### src/rtl/cp0_unit.sv
// Coprocessor-0 for the M stage: SR/Cause/EPC/PRId, mtc0/mfc0/eret, exception and interrupt entry.
// Latency: req, cp0_rdata and epc_out are combinational; register updates land on the next clk edge.
// Backpressure: none. req flushes the pipeline in the same cycle and suppresses that cycle's mtc0/eret.
module cp0_unit #(
  parameter logic [31:0] EXC_HANDLER_ADDR = 32'h0000_4180,
  parameter logic [31:0] PRID             = 32'h2023_0007
) (
  input  logic        clk,
  input  logic        reset,
  input  logic        en,
  input  logic [4:0]  cp0_addr,
  input  logic [31:0] cp0_wdata,
  output logic [31:0] cp0_rdata,
  input  logic [31:0] vpc,
  input  logic        bd_in,
  input  logic [4:0]  exc_code_in,
  input  logic        eret,
  input  logic [5:0]  hw_int,
  output logic        req,
  output logic [31:0] epc_out,
  output logic [31:0] handler_pc
);

  localparam logic [4:0] ADDR_SR    = 5'd12;
  localparam logic [4:0] ADDR_CAUSE = 5'd13;
  localparam logic [4:0] ADDR_EPC   = 5'd14;
  localparam logic [4:0] ADDR_PRID  = 5'd15;

  logic [5:0]  sr_im_q,     sr_im_d;
  logic        sr_exl_q,    sr_exl_d;
  logic        sr_ie_q,     sr_ie_d;
  logic        cause_bd_q,  cause_bd_d;
  logic [5:0]  cause_ip_q,  cause_ip_d;
  logic [4:0]  cause_exc_q, cause_exc_d;
  logic [31:0] epc_q,       epc_d;

  logic        int_req;
  logic        exc_req;
  logic [31:0] sr_val;
  logic [31:0] cause_val;
  logic        wr_sr;
  logic        wr_epc;

  assign sr_val     = {16'd0, sr_im_q, 8'd0, sr_exl_q, sr_ie_q};
  assign cause_val  = {cause_bd_q, 15'd0, cause_ip_q, 3'd0, cause_exc_q, 2'd0};
  assign handler_pc = EXC_HANDLER_ADDR;

  // Entry decision: interrupts beat synchronous exceptions; EXL masks both; reset masks everything.
  always_comb begin
    int_req = (|(hw_int & sr_im_q)) & sr_ie_q & ~sr_exl_q;
    exc_req = (exc_code_in != 5'd0) & ~sr_exl_q;
    req     = (int_req | exc_req) & ~reset;
    wr_sr   = en & (cp0_addr == ADDR_SR)  & ~req;
    wr_epc  = en & (cp0_addr == ADDR_EPC) & ~req;
  end

  // mfc0 read port returns the pre-edge value; epc_out forwards an in-flight mtc0 EPC for eret.
  always_comb begin
    cp0_rdata = 32'd0;
    case (cp0_addr)
      ADDR_SR:    cp0_rdata = sr_val;
      ADDR_CAUSE: cp0_rdata = cause_val;
      ADDR_EPC:   cp0_rdata = epc_q;
      ADDR_PRID:  cp0_rdata = PRID;
      default:    cp0_rdata = 32'd0;
    endcase
    epc_out = wr_epc ? cp0_wdata : epc_q;
  end

  // Next-state: exception entry wins over the flushed instruction's own mtc0/eret.
  always_comb begin
    sr_im_d     = sr_im_q;
    sr_exl_d    = sr_exl_q;
    sr_ie_d     = sr_ie_q;
    cause_bd_d  = cause_bd_q;
    cause_ip_d  = hw_int;
    cause_exc_d = cause_exc_q;
    epc_d       = epc_q;
    if (req) begin
      sr_exl_d    = 1'b1;
      cause_bd_d  = bd_in;
      cause_exc_d = int_req ? 5'd0 : exc_code_in;
      epc_d       = bd_in ? (vpc - 32'd4) : vpc;
    end else begin
      if (wr_sr) begin
        sr_im_d  = cp0_wdata[15:10];
        sr_exl_d = cp0_wdata[1];
        sr_ie_d  = cp0_wdata[0];
      end
      if (wr_epc) begin
        epc_d = cp0_wdata;
      end
      // eret applied after the SR write so an mtc0 SR + eret pair still leaves EXL clear.
      if (eret) begin
        sr_exl_d = 1'b0;
      end
    end
  end

  // State registers with synchronous clear.
  always_ff @(posedge clk) begin
    if (reset) begin
      sr_im_q     <= 6'd0;
      sr_exl_q    <= 1'b0;
      sr_ie_q     <= 1'b0;
      cause_bd_q  <= 1'b0;
      cause_ip_q  <= 6'd0;
      cause_exc_q <= 5'd0;
      epc_q       <= 32'd0;
    end else begin
      sr_im_q     <= sr_im_d;
      sr_exl_q    <= sr_exl_d;
      sr_ie_q     <= sr_ie_d;
      cause_bd_q  <= cause_bd_d;
      cause_ip_q  <= cause_ip_d;
      cause_exc_q <= cause_exc_d;
      epc_q       <= epc_d;
    end
  end

endmodule

### config.mk
export PLATFORM = sky130hd
export DESIGN_NAME = cp0_unit
export DESIGN_NICKNAME = d
export VERILOG_FILES = /design/src/rtl/cp0_unit.sv
export SDC_FILE = /design/constraint.sdc
export NUM_CORES = 1
export LEC_CHECK = 0
export CAP_MARGIN = 30
export CORE_MARGIN = 2
export CORE_UTILIZATION = 43
export CTS_CLUSTER_DIAMETER = 100
export DETAILED_ROUTE_END_ITERATION = 8
export GPL_TIMING_DRIVEN = 0
export MAX_ROUTING_LAYER = met4
export PLACE_DENSITY = 0.85
export SYNTH_ARGS = -nofsm -noshare
export SYNTH_HDL_FRONTEND = slang
export SYNTH_SLANG_ARGS = --single-unit
### constraint.sdc
create_clock -name clk -period 5.8 [get_ports clk]
set_input_delay 1.74 -clock clk [delete_from_list [all_inputs] [get_ports clk]]
set_output_delay 1.74 -clock clk [all_outputs]
set_load 0.02 [all_outputs]
* Word level (Yosys, flattened, before mapping) *
Index checks and enable logic that the tools add are counted.

storage, ports and cells
  bits in registers = 52
  input port bits = 85

cells by class
  add/sub/neg operators = 1
  equality and inequality tests = 4
  muxes and demuxes = 8
  bitwise operators = 13
  reductions and logical operators = 4

operators with widths
  operator               number
  $pmux 32 s4            1
  $mux 32                3
  $sub 32x3->32 const B  1
  $eq 5x4->1 const B     4
  $and 1x1->1            8
  $and 6x6->6            1
  $reduce_or 6->1        1
  $mux 5                 1
  $reduce_bool 5->1      1
  $mux 1                 3
  $not 1->1              3
  $reduce_bool 3->1      1
  $reduce_and 2->1       1
  $or 1x1->1             1

* Logic depth before layout (Yosys ltp) *
Gate-level depths: netlist (run 1).

  depth after elaboration = 11
  mapped depth = 7
  mapped depth without buffers = 6

* Worst setup path before layout (run 1) *
No wires, ideal clock.

  path kind = input-to-output
  from = input port exc_code_in[0]
  to = output port epc_out[30]
  arrival = 3.618 ns
  data required time = 4.060 ns
  path slack = 0.442 ns
  cell stages on the path = 5
  path buffers = 1
  cells stage by stage = or4_1 > o21a_1 > o31ai_1 > buf_2 > mux2_1

on the way
  longest elaborated chain between the ends = 7

ends and longest elaborated chain
  item                        line  RTL
  start, declared             16    input logic [4:0] exc_code_in,
  $reduce_bool 5->1           51    exc_req = (exc_code_in != 5'd0) & ~sr_exl_q;
  $and 1x1->1                 51
  $or 1x1->1                  52    req = (int_req | exc_req) & ~reset;
  $and 1x1->1                 52
  $not 1->1 (no source line)  -
  $and 1x1->1                 54    wr_epc = en & (cp0_addr == ADDR_EPC) & ~req;
  $mux 32                     -
  end, declared               20    output logic [31:0] epc_out,

No other way between the ends.

* Worst setup path in the final report (run 1) *
  from = input port cp0_addr[2]
  to = output port cp0_rdata[28]

on the way
  longest elaborated chain between the ends = 2

ends and longest elaborated chain
  item             line  RTL
  start, declared  11    input logic [4:0] cp0_addr,
  $eq 5x4->1       60    case (cp0_addr)
  $pmux 32 s4 (*)  60
  end, declared    13    output logic [31:0] cp0_rdata,

Every way passes the cells marked *; elsewhere a longest branch is shown, timed or not.

==> results of run 1 <==
## report_power, final
group	internal (mW)	switching [mW]	leakage [nW]
sequential	0.384	0.0246	0.431
combinational	0.147	0.175	2.04
clock	0.0978	0.124	0.0455
total	0.629	0.323	2.51
## cells in the mapped netlist, drive strengths merged, types with 2 or more instances
cell type / number / area, um^2
o21ai: 8 / 40.0
mux2: 32 / 360
buf: 39 / 279
inv: 4 / 15.0
xor2: 4 / 35.0
nand3: 6 / 30.0
clkbuf: 37 / 139
nand2b: 15 / 93.8
nor2b: 8 / 50.1
a211oi: 11 / 82.6
nand2: 12 / 45.0
dfxtp: 52 / 1040
conb: 2 / 7.51
nor4: 3 / 18.8
a21oi: 14 / 70.1
nor3: 4 / 25.0
o41ai: 3 / 26.3
nand4: 6 / 37.5
a311oi: 21 / 184
nand3b: 2 / 15.0
xnor2: 7 / 61.3
or3: 11 / 73.8
nor2: 40 / 150
o31ai: 12 / 90.1
or4b: 4 / 40.0
a22oi: 8 / 60.1
or4: 20 / 159
mux2i: 18 / 180
a2111oi: 29 / 254
or2: 2 / 12.5
and3: 44 / 275
and3b: 3 / 26.3
## per-layer routing
metal	vias up	part of all wire
met3	46	0.063
met2	256	0.49
met5	-	0
met1	2201	0.42
met4	0	0.034
li1	2205	-
## logic make-up after synthesis
| logic type | Yosys count | share of synthesized area |
|---|---|---|
| muxes | 50 | 0.133 |
| buffers and inverters | 80 | 0.106 |
| xor gates and xnor gates | 11 | 0.0237 |
| and+or+nand+nor | 182 | 0.264 |
| AOI/OAI and AO/OA | 113 | 0.212 |
| DFF | 52 | 0.256 |
| other | 2 | 0.00184 |
| adders and majority gates | 1 | 0.00307 |
## area by class of cell
type | instances | share of cell area
tap | 111 | 0.0235
sequential | 52 | 0.176
buffer | 73 | 0.0770
clock buffer | 8 | 0.0153
multi-input combinational | 389 | 0.467
timing repair buffer | 152 | 0.238
inverter | 4 | 0.00255
## worst reg2reg max path, cell delays in order, from the launching register on
cell and delay [ps]:
dfxtp_1 370, a22oi_1 140, a311o_1 480, nand2_1 130, clkbuf_1 470, clkbuf_1 430
a211oi_1 140
## sequential cells by signal, summed over array words and instances (netlist names)
name	cells
sr_ie_q	1
cause_ip_q	6
sr_exl_q	1
sr_im_q	6
epc_q	32
cause_bd_q	1
cause_exc_q	5
## what timing repair did
action	CTS	global route
setup buffers	4	0
endpoints found under the setup margin	57	44
gates cloned	0	1
pin swaps	1	3
gates resized for setup	126	43
## path summary, 6_finish.rpt
check                    from       endpoint  slack, ps  cells after the start
setup reg to reg   sr_im_q[1]       epc_q[8]       3480                      6
hold / removal     cause_bd_q     cause_bd_q        490                      2
hold reg to reg    cause_bd_q     cause_bd_q        490                      2
setup / recovery  cp0_addr[2]  cp0_rdata[28]         40                      7
## through the flow
| stage | hold WS (ps) | TNS, ps | worst slack (ps) | cells |
|---|---|---|---|---|
| after floorplan | 443 | 0 | 442 | 521 |
| after global placement | 460 | -33770 | -841 | 779 |
| after detailed placement | 470 | -35960 | -885 | 779 |
| after CTS | 483 | -1020 | -63.1 | 788 |
| after global routing | 510 | 0 | 6.39 | 789 |
| final | 494 | 0 | 37.4 | 789 |
==> metrics.txt, run 1 <==
Main synth FF type dfxtp_1; row count 35; Async SR Flop Fraction 0; Yosys cell types 51; Crit Path Max Fanout 10; ratio of cells with drive above 1 in the final layout 0.201; global routing usage on met1 0.374; P per Cell Area 161 nW/um^2; Die H 101 um; CTS clk-pin slew, worst paths 90 ps; initial drt markers 334; Die ar. 10300 um^2; DP HPWL 12000 um; port buffer count 147; area delta synth->final 44.9%; Top delay family on crit path buffers and inverters; dpl cell area 5790 um^2; ANT cells 0; Slew headroom 0.475; Via Count 4708; CTS Root Cell clkbuf_8; CP Cell Sequence clkdlybuf4s50_1, and3b_2, clkbuf_4, clkbuf_4, clkbuf_2, and3_1, clkdlybuf4s50_1; cts bufs inserted 5; Mapped Cells 491; first-pass GRT wire length 23500 um; fin area 5900 um^2; Die Width 101 um; Filler Cell Count 800; Crit Path Class input port to output pin; Max Fclk 0.174 GHz; Max clock buf depth 2; drt drc 0; Max Transition Viols Final 0; ANT nets after route 0; Total Routing Usage GR 0.301; final setup fails 0; Lkg Pwr 2.51 nW; Congestion Overflow GR 0; crit path launch type input port; drt first pass iters 5; CP Capture Type output pin; vias in the first global route 4655; mapped cell area 4070 um^2; max cap viols 0; worst vdd ir 0.000107 V; largest net degree at the start of global routing 20; syn avg cell area 8.29 um^2; EDFF count, synth 0; most frequent cells in the layout clkdlybuf4s50_1, dfxtp_1, and3_1, nor2_1, buf_4; clock skew 12.7 ps; gr busiest metal met2; CTS tree yes; routability congestion estimate 1.02; outcome completed; Nets 763; sequential standard cell area 1040 um^2; final hold violations 0; Critical Path Slowest Stage Cell clkdlybuf4s50_1; most common cell after layout, fill and taps aside clkdlybuf4s50_1; Final Util 0.641; register area share after synthesis 0.256; mean number of vias per cell 5.97; core area 9200 um^2; Tot Pwr 0.952 mW; Sink Count 52; H-tree lvl count 2; initial core utilization 0.443; GR met2 Demand/Resource 0.495; I/O pin count 182; M3 GR Usage 0.0380; Multi-input gate area 2760 um^2; hold_buf cts 0; Worst Path Buf+Inv 5; Least-Margin Pin Slew 783 ps; Avg WL per Cell 19.6 um; Largest stage delay, worst path 610 ps; synth warn 0; antenna violations before repair 0; Routed WL 15500 um; fin crit share 0.994; minimum clock period 5760 ps; number of synthesized register bits 52; Critical Path RT 4060 ps; Tightest Hold Check Type flip-flop to flip-flop; worst skew pair latency 310 ps; Worst Path Arrival 4020 ps; RSZ-0062 raised after global routing false
(Power assumes the default switching activity.)
==> run 2: changes to the inputs <==
--- a/config.mk
+++ b/config.mk
@@ -7,12 +7,13 @@
 export LEC_CHECK = 0
 export CAP_MARGIN = 30
 export CORE_MARGIN = 2
-export CORE_UTILIZATION = 43
+export CORE_UTILIZATION = 56
 export CTS_CLUSTER_DIAMETER = 100
 export DETAILED_ROUTE_END_ITERATION = 8
+export DONT_BUFFER_PORTS = 1
 export GPL_TIMING_DRIVEN = 0
 export MAX_ROUTING_LAYER = met4
-export PLACE_DENSITY = 0.85
+export PLACE_DENSITY = 0.74
 export SYNTH_ARGS = -nofsm -noshare
 export SYNTH_HDL_FRONTEND = slang
 export SYNTH_SLANG_ARGS = --single-unit
==> run 2 against run 1 <==
  * Clock skew fell by 5.6 ps
  * Design area fell by 25%
  * Power fell by 12%
  * Global-route usage rose by 1.8 points
  * Routed wire length fell by 17%
  * Clock power barely moved
  * Critical path type unchanged
  * Fmax rose by 1.8%
  * Core utilization fell by 2.3 points
  * Count of clock-buffer cells in the layout did not move
  * Final cell count fell by 20%
  * Via count fell by 14%
  * Sequential cell count did not move
==> metrics.txt, run 2 (synthesis results as in run 1) <==
fin crit share 0.976 (was 0.994); max cap viols 0 (unchanged); Hold Path End cause_bd_q (unchanged); Die H 89.3 um (was 101 um); initial core utilization 0.570 (was 0.443); Multi-input gate area 2720 um^2 (was 2760 um^2); Die Width 89.3 um (was 101 um); Slew headroom 0.211 (was 0.475); pre-CTS setup slack -120 ps (was -885 ps); most flop-heavy register epc_q (unchanged); Largest stage delay, worst path 450 ps (was 610 ps); max FFs per register 32 (unchanged); drt first pass iters 5 (unchanged); Congestion Overflow GR 0 (unchanged); hold path start cause_bd_q (unchanged); Tightest Hold Check Type flip-flop to flip-flop (unchanged); largest net degree at the start of global routing 15 (was 20); drt drc 0 (unchanged); Critical Path Slowest Stage Cell mux2_1 (was clkdlybuf4s50_1); Sink Count 52 (unchanged); final setup fails 0 (unchanged); setup bufs post-CTS 0 (was 4); sequential standard cell area 1040 um^2 (unchanged); final worst slack 137 ps (was 37.4 ps); Max Fclk 0.177 GHz (was 0.174 GHz); most frequent cells in the layout dfxtp_1, and3_1, nor2_1, clkbuf_1 (was clkdlybuf4s50_1, dfxtp_1, and3_1, nor2_1, buf_4); Worst Path Arrival 3920 ps (was 4020 ps); initial drt markers 331 (was 334); clock skew 7.10 ps (was 12.7 ps); most common cell after layout, fill and taps aside dfxtp_1 (was clkdlybuf4s50_1); Die ar. 7970 um^2 (was 10300 um^2); ANT nets after route 0 (unchanged); fin area 4410 um^2 (was 5900 um^2); total negative slack 0 ps (unchanged); core area 7140 um^2 (was 9200 um^2); antenna violations before repair 0 (unchanged); CTS resizes 1 (was 126); RSZ-0062 raised after global routing false (unchanged); r2r startpoint sr_im_q[0] (was sr_im_q[1]); Least-Margin Pin Slew 1170 ps (was 783 ps); CTS Root Cell clkbuf_8 (unchanged); Via Count 4052 (was 4708); CP Capture Type output pin (unchanged); cts bufs inserted 5 (unchanged); Lkg Pwr 1.68 nW (was 2.51 nW); Nets 614 (was 763); Largest regs epc_q: 32 flops, cause_ip_q: 6 flops, sr_im_q: 6 flops (unchanged); worst r2r path cells 5 (was 6); H-tree lvl count 2 (unchanged); Avg WL per Cell 20.5 um (was 19.6 um); dpl cell area 4310 um^2 (was 5790 um^2); worst skew pair latency 310 ps (about the same); port buffer count 0 (was 147); worst vdd ir 0.000108 V (was 0.000107 V); ANT cells 0 (unchanged); Worst Path Buf+Inv 3 (was 5); Total Routing Usage GR 0.320 (was 0.301); R2R setup slack 3370 ps (was 3480 ps); outcome completed (unchanged); Max Transition Viols Final 0 (unchanged); routability congestion estimate 0.946 (was 1.02); first-pass GRT wire length 19000 um (was 23500 um); FF-to-FF End epc_q[4] (was epc_q[8]); final hold violations 0 (unchanged); ratio of cells with drive above 1 in the final layout 0.166 (was 0.201); Crit Path Max Fanout 10 (unchanged); Max clock buf depth 2 (unchanged); crit path launch type input port (unchanged); Crit Path Class input port to output pin (unchanged); Crit path top cell by count clkbuf_1; DP HPWL 10200 um (was 12000 um); Filler Cell Count 703 (was 800); P per Cell Area 191 nW/um^2 (was 161 nW/um^2); minimum clock period 5660 ps (was 5760 ps); mean number of vias per cell 6.45 (was 5.97); Critical Path RT 4060 ps (about the same); hold_buf cts 0 (unchanged); I/O pin count 182 (unchanged); CTS clk-pin slew, worst paths 90 ps (about the same); area delta synth->final 8.36% (was 44.9%); Top delay family on crit path buffers and inverters (unchanged); CTS tree yes (unchanged); Routed WL 12900 um (was 15500 um); CP Cell Sequence clkbuf_1, and3b_1, clkbuf_1, nand2_1, o31ai_4, buf_2, mux2_1 (was clkdlybuf4s50_1, and3b_2, clkbuf_4, clkbuf_4, clkbuf_2, and3_1, clkdlybuf4s50_1); row count 31 (was 35); Hold Path Stages 2 (unchanged); vias in the first global route 3663 (was 4655)
-- run 2: stage by stage --
| stage | util | instances | total power, mW | hold WS (ps) |
|---|---|---|---|---|
| after global placement | 0.604 | 620 | 0.621 | 455 |
| after floorplan | - | 521 | 0.585 | 443 |
| final | 0.618 | 628 | 0.843 | 506 |
| after detailed placement | 0.604 | 620 | 0.625 | 488 |
| after CTS | 0.617 | 628 | 0.833 | 503 |
| after global routing | 0.618 | 628 | 0.869 | 513 |
-- run 2: area by class of cell --
cell class              count  area share
plain buffers              76      0.0947
flip-flops and latches     52       0.236
clock buffers               8      0.0204
multi-input cells         389       0.617
inverters                   4     0.00340
well taps                  99      0.0281
-- run 2: how the worst max path moves through the flow --
stage              startpoint           to  slack, ps  cells past startpoint
3_5_place_dp      cp0_addr[0]   epc_out[5]       -120                      7
5_1_grt           cp0_addr[0]  epc_out[30]         20                      7
6_report          cp0_addr[0]   epc_out[5]        140                      7
2_1_floorplan  exc_code_in[0]  epc_out[30]        440                      5
3_3_place_gp      cp0_addr[0]   epc_out[5]       -100                      7
4_1_cts           cp0_addr[0]   epc_out[5]         70                      7
-- run 2: report_power, final --
group,leakage [nW],internal (mW),total (mW),switching (mW)
registers,0.431,0.384,0.406,0.0213
clock network,0.0455,0.0978,0.221,0.123
logic,1.20,0.0786,0.216,0.137
total,1.68,0.561,0.843,0.282
-- run 2: metal layers --
metal	share of wire	wire length (um)	global-route usage	vias up
li1	-	-	-	1905
met1	0.40	5140	0.414	1887
met2	0.47	6020	0.500	243
met3	0.12	1570	0.0923	17
met4	0.012	157	0.0624	0
met5	0	0	-	-
-- run 2: tightest hold or removal path: cells and delay by family (launching register included) --
| kind | cells | cell delay, ps |
|---|---|---|
| DFF | 1 | 330 |
| AOI/OAI and AO/OA | 1 | 60 |
| and+or+nand+nor | 1 | 80 |
